## src/rtl/radix4_inv_bfly.sv

```systemverilog
// radix4_inv_bfly: sequential radix-4 inverse (+j) butterfly with 1/4 scaling over valid/ready streams
module radix4_inv_bfly #(
  parameter int W = 45
) (
  input  logic         clk,
  input  logic         rst,
  input  logic         in_valid,
  output logic         in_ready,
  input  logic [W-1:0] in_re,
  input  logic [W-1:0] in_im,
  output logic         out_valid,
  input  logic         out_ready,
  output logic [W-1:0] out_re,
  output logic [W-1:0] out_im,
  output logic [1:0]   out_idx
);
  typedef enum logic [1:0] {COLLECT, CALC, EMIT} state_t;
  state_t state_q, state_d;
  logic [1:0] cnt_q, cnt_d;
  logic [W-1:0] xr_q [4], xi_q [4], xr_d [4], xi_d [4];
  logic [W-1:0] yr_q [4], yi_q [4], yr_d [4], yi_d [4];
  logic signed [W+1:0] er [4], ei [4], sr [4], si [4];
  assign in_ready = state_q == COLLECT;
  assign out_valid = state_q == EMIT;
  assign out_re = out_valid ? yr_q[cnt_q] : '0;
  assign out_im = out_valid ? yi_q[cnt_q] : '0;
  assign out_idx = out_valid ? cnt_q : 2'd0;
  // two guard bits make every sum exact before the divide-by-4
  always_comb begin
    for (int i = 0; i < 4; i++) begin
      er[i] = {{2{xr_q[i][W-1]}}, xr_q[i]};
      ei[i] = {{2{xi_q[i][W-1]}}, xi_q[i]};
    end
    sr[0] = er[0] + er[1] + er[2] + er[3];
    si[0] = ei[0] + ei[1] + ei[2] + ei[3];
    sr[1] = er[0] - ei[1] - er[2] + ei[3];
    si[1] = ei[0] + er[1] - ei[2] - er[3];
    sr[2] = er[0] - er[1] + er[2] - er[3];
    si[2] = ei[0] - ei[1] + ei[2] - ei[3];
    sr[3] = er[0] + ei[1] - er[2] - ei[3];
    si[3] = ei[0] - er[1] - ei[2] + er[3];
  end
  always_comb begin
    state_d = state_q;
    cnt_d = cnt_q;
    xr_d = xr_q;
    xi_d = xi_q;
    yr_d = yr_q;
    yi_d = yi_q;
    if (in_valid && in_ready) begin
      xr_d[cnt_q] = in_re;
      xi_d[cnt_q] = in_im;
      cnt_d = cnt_q + 2'd1;
      state_d = cnt_q == 2'd3 ? CALC : COLLECT;
    end
    if (state_q == CALC) begin
      for (int i = 0; i < 4; i++) begin
        yr_d[i] = W'(sr[i] >>> 2);
        yi_d[i] = W'(si[i] >>> 2);
      end
      state_d = EMIT;
    end
    if (out_valid && out_ready) begin
      cnt_d = cnt_q + 2'd1;
      state_d = cnt_q == 2'd3 ? COLLECT : EMIT;
    end
  end
  always_ff @(posedge clk or posedge rst)
    if (rst) begin
      state_q <= COLLECT;
      cnt_q <= '0;
      for (int i = 0; i < 4; i++) begin
        xr_q[i] <= '0;
        xi_q[i] <= '0;
        yr_q[i] <= '0;
        yi_q[i] <= '0;
      end
    end else begin
      state_q <= state_d;
      cnt_q <= cnt_d;
      xr_q <= xr_d;
      xi_q <= xi_d;
      yr_q <= yr_d;
      yi_q <= yi_d;
    end
endmodule

```

## config.mk

```make
export PLATFORM = sky130hd
export DESIGN_NAME = radix4_inv_bfly
export DESIGN_NICKNAME = d
export VERILOG_FILES = /design/src/rtl/radix4_inv_bfly.sv
export SDC_FILE = /design/constraint.sdc
export NUM_CORES = 2
export LEC_CHECK = 0
export CAP_MARGIN = 10
export CORE_ASPECT_RATIO = 1.25
export CORE_MARGIN = 2
export CORE_UTILIZATION = 34
export DETAILED_ROUTE_END_ITERATION = 10
export SYNTH_ARGS = -nofsm -noshare
export SYNTH_HDL_FRONTEND = slang
export SYNTH_SLANG_ARGS = --single-unit
export TNS_END_PERCENT = 20
```

## constraint.sdc

```tcl
create_clock -name clk -period 29.2 [get_ports clk]
set_clock_uncertainty 0.1 [all_clocks]
set_input_delay 5.84 -clock clk [delete_from_list [all_inputs] [get_ports clk]]
set_output_delay 5.84 -clock clk [all_outputs]
set_load 0.02 [all_outputs]
```

# Yosys cells after proc, flatten, opt, wreduce, memory -nomap -nowiden
# Index checks and enable logic that the tools add are counted.
[op_classes]
add_sub_neg = 25
order_cmp = 2
eq_ne = 3
mux = 20
bitwise_logic = 1
reduce_logical = 6
[op_table]
columns = ["cell", "count"]
rows = [
  ["bitwise mux 180 bit", 2],
  ["two-way mux 45 bit", 7],
  ["adder 46 x 45 -> 47 bit", 4],
  ["adder 47 x 45 -> 47 bit", 4],
  ["subtractor 46 x 45 -> 47 bit", 4],
  ["subtractor 47 x 45 -> 47 bit", 4],
  ["adder 45 x 45 -> 46 bit", 4],
  ["subtractor 45 x 45 -> 46 bit", 4],
  ["binary-select mux 45 bit (select 2 bit)", 2],
  ["demux 45 bit (select 2 bit)", 1],
  ["two-way mux 2 bit", 7],
  ["== test 2 bit, second input constant", 2],
  [">= comparator 3 bit, second input constant", 1],
  ["logical AND 1 bit", 3],
  ["< comparator 3 x 1 -> 1 bit, second input constant", 1],
  ["inverter 2 -> 3 bit", 1],
  ["nonzero test 3 bit", 1],
  ["adder 2 x 1 -> 2 bit, second input constant", 1],
  ["== test 2 x 1 -> 1 bit, second input constant", 1],
  ["logical NOT 2 bit", 1],
  ["nonzero test 2 bit", 1],
  ["two-way mux 1 bit", 1],
]
[word_totals]
ff_bits = 724
wordCells = 75

# Depth between registers and ports, before layout
[logic_depth]
depth_word = 6
mapped_depth = 18
ltp_nobuf = 18

# Worst setup path after synthesis
# No wires, ideal clock.
[synth_path]
path_kind = "register -> output"
from = "register cnt_q[1]"
to = "output port out_re[10]"
t_arrival_ns = 2.227
required_time_ns = 23.260
setup_slack_ns = 21.033
path_stages_with_launch = 6
path_cell_list = "dfrtp_1 -> clkbuf_1 -> buf_1 -> clkbuf_1 -> mux4_2 -> and2_1"
[synth_via]
elab_chain_len = 5
[synth_rtl]
columns = ["item", "line_no", "text"]
rows = [
  ["start: declaration", "19", "logic [1:0] cnt_q, cnt_d;"],
  ["start signal: assignment", "80", "cnt_q <= cnt_d;"],
  ["inverter 2 -> 3 bit (not written as such)", "25", "assign out_re = out_valid ? yr_q[cnt_q] : '0;"],
  ["binary-select mux 45 bit (select 2 bit)", "25", ""],
  ["two-way mux 45 bit (not written as such) (2 in series)", "25", ""],
  ["two-way mux 45 bit", "25", ""],
  ["end: declaration", "13", "output logic [W-1:0] out_re,"],
]
# No other way between the ends. The select of a mux whose other input is x is not followed.

# Final worst setup path
[layout_path]
from = "register cnt_q[0]"
to = "output port out_re[24]"
# Same word-level chain as after synthesis.

==> key figures <==
Global route
  • Antenna violations before repair: 28
  • First-pass GRT wire length: between 200,000 and 300,000 µm
  • Vias in the first global route: between 40,000 and 50,000
  • Largest net degree at the start of global routing: 200
  • All-Layer GR Usage: 0.207
  • Grt ovf: 0

Timing
  • RSZ-0062 raised after global routing: no
  • Minimum clock period: between 9000 and 10,000 ps
  • Least-Margin Pin Slew: 1200 ps
  • Final setup fails: 0
  • Fin crit share: 0.330
  • Setup TNS: 0 ps
  • Max Fclk: a little over 100 MHz
  • Max-Slew Margin vs Limit: 0.193
  • Final Slew Violations: 0
  • Final Hold Vio Count: 0

Final layout
  • Layout cells sized above 1: 0.0494
  • Nets: 7,737
  • Fin util: 0.383
  • Post-route cell area: about 70,000 µm²
  • Fillers: approximately 18,000
  • Area delta synth->final: 12.3%

Floorplanning
  • CORE AREA: ~180,000 µm²
  • I/O Pins: around 190
  • Die Wd: around 390 µm
  • Row cnt: about 180
  • Starting Density: 0.341
  • Die Ht: slightly below 500 µm
  • Full die area: approximately 190,000 µm²

Place
  • Port-buffer cells: 187
  • HPWL after DPL: between 150,000 and 200,000 µm
  • GP Congestion: about 0.94
  • Placed Instance Area: roughly 66,000 µm²

Setup path
  • Worst setup EP type: output pin
  • Required @ worst endpoint: ~23,000 ps
  • R2R cell count: 17
  • Worst R2R End: yi_q[177]$_DFFE_PP0P_
  • Worst EP arrival: ~3700 ps
  • Critical setup path kind: register to output pin
  • Worst r2r src: ei[13]$_DFFE_PP0P_
  • Reg2Reg Setup Slack: 21,210 ps
  • Startpoint types: register
  • CP Max Fanout: 45

Hold path
  • Min-delay src: yr_q[47]$_DFFE_PP0P_
  • Cells on Worst Hold Path: 2
  • Worst min-delay path class: register to register
  • Hold Path End: yr_q[47]$_DFFE_PP0P_

Synth
  • Syn Area/Cell: approximately 9.6 µm²
  • Share of synthesized area occupied by flip-flops and latches: 0.293
  • Synth Flop Type: dfrtp_1
  • Count of different cell masters after synthesis: 79
  • Syn_nets: 7,617
  • Post-synthesis cell area: about 62,000 µm²
  • Post-synth EDFFs: 0
  • Flops & latches, synth: 724
  • FFs w/ async S/R, synth: 1.00
  • Area leader, netlist: dfrtp_1
  • Cells after synthesis: between 6,000 and 7,000
  • Share of the synthesized area in the top cell type: 0.293
  • Synth area leaders: dfrtp_1, fa_1, ha_1
  • Ys Warns: 0

Route
  • WL/cell: roughly 21 µm
  • WL met1: 77,200 µm
  • DRC Markers: 0
  • Drt initial violations: 2,962
  • Met2 wire length: 95,900 µm
  • Routed via count: between 40,000 and 50,000
  • Top Metal Used: met5
  • WL met3: a little under 10,000 µm
  • Drt pass-1 iters: 7
  • Routed vias/inst: around 5.0
  • Drt total wl: between 150,000 and 200,000 µm
  • Post-DRT Antenna Nets: 0

Clock tree
  • Clock latency on the worst-skew pair: about 740 ps
  • Post-CTS Setup Inserts: 0
  • TritonCTS clock tree: built
  • H-Tree Depth: 3
  • Clock root buffer: clkbuf_16
  • Post-CTS resize count: 0
  • Post-CTS Hold Buffers: 0
  • Maximum clock path buffer count: 3
  • CTS buffer count: 90
  • Worst-path clk slew: 60 ps
  • # clock sinks: 724

Flow run
  • Max Cap Viol: 0

Outcome
  • Run status: finished clean
[cell families (layout without fill, tap and decap cells)]
group | after synthesis | after routing | synth area share
AOI/OAI and AO/OA | 1515 | 1515 | 0.141
and+or+nand+nor | 1339 | 1339 | 0.0957
buffers and inverters | 1322 | 1512 | 0.0801
adders and majority gates | 1090 | 1090 | 0.308
DFF | 724 | 724 | 0.293
xor gates and xnor gates | 344 | 344 | 0.0486
muxes | 99 | 99 | 0.0343
other | 0 | 12 | 0
[synthesized netlist by cell type, types with 7 or more instances]
library cell,instances
o21bai_1,47
nand3_1,46
a21oi_1,281
a41oi_1,9
and3_1,33
fa_1,722
clkbuf_1,185
o211ai_1,15
o31ai_1,18
or2_2,8
a31oi_1,34
nor2b_1,31
mux4_2,90
nand2_1,861
a31o_2,7
nand2b_1,30
a21boi_0,7
inv_1,1119
xor2_1,149
nor3_1,26
ha_1,368
nand4_1,40
a211oi_1,17
or3_1,9
o21a_1,19
dfrtp_1,724
nor2_1,114
a21o_1,170
xnor2_1,195
nor3b_1,8
and2_1,103
buf_1,17
a311oi_1,8
o21ai_0,817
a221oi_1,10
[worst max-delay path by stage]
| stage | to | slack (ps) | cells after the start | startpoint |
|---|---|---|---|---|
| floorplan | cnt_q[0]$_DFFE_PP0P_ | 2950 | 1 | rst |
| global placement | out_re[0] | 20330 | 4 | cnt_q[0]$_DFFE_PP0P_ |
| detailed placement | out_re[24] | 20260 | 4 | cnt_q[0]$_DFFE_PP0P_ |
| CTS | out_re[24] | 19450 | 4 | cnt_q[0]$_DFFE_PP0P_ |
| global route | out_re[24] | 19390 | 4 | cnt_q[0]$_DFFE_PP0P_ |
| finish | out_re[24] | 19570 | 4 | cnt_q[0]$_DFFE_PP0P_ |
[metal layers]
metal  GRT usage  up-vias
met1       0.260    22800
met3      0.0311      261
met5           0        -
li1            -    21000
met2       0.364     1150
met4      0.0670       12
[layout by cell type (no fill, tap or decap), types with 17 or more instances in the layout]
cell type,instances
xor2_1,149
clkbuf_8,20
nand2b_1,29
nand4_1,40
o31ai_1,18
nand3_1,46
nor2_1,114
and3_1,29
mux4_2,90
clkbuf_16,92
o21bai_1,47
buf_4,40
fa_1,722
and2_1,103
a211oi_1,17
xnor2_1,195
inv_1,1118
o21ai_0,817
dfrtp_1,722
a21oi_1,281
ha_1,368
clkdlybuf4s50_1,187
o21a_1,19
nor3_1,26
nor2b_1,30
a21o_1,170
a31oi_1,34
nand2_1,861
[worst max-delay path, stage by stage (launching register included)]
cell and delay, ps:
dfrtp_4 630, buf_4 830, mux4_2 620, and2_1 280, clkdlybuf4s50_1 600
[registers in the layout, indices dropped and copies added, names as in the netlist]
name and flops:
yr_q 180, ei 180, er 180, state_q 2, cnt_q 2, yi_q 180
[layout make-up]
type	count	area [µm²]	area share
Inverter	1120	4210	0.0606
Sequential cell	724	18100	0.261
Multi-Input combinational cell	4387	38900	0.559
Clock inverter	38	464	0.00667
Timing Repair Buffer	230	2230	0.0321
Tap cell	2389	2990	0.0430
Antenna cell	12	30.0	0.000432
Clock buffer	124	2620	0.0377
[stage by stage]
stage	hold slack, ps	setup WS, ps	cells
2_1_floorplan	333	2950	6433
3_3_place_gp	352	20330	8850
3_5_place_dp	353	20260	8850
4_1_cts	372	19450	9012
5_1_grt	397	19390	9019
6_report	372	19570	9024
Power is left out: the tool's default activity adds up to more than one toggle a clock period on the data nets, which glitch-free logic cannot reach.
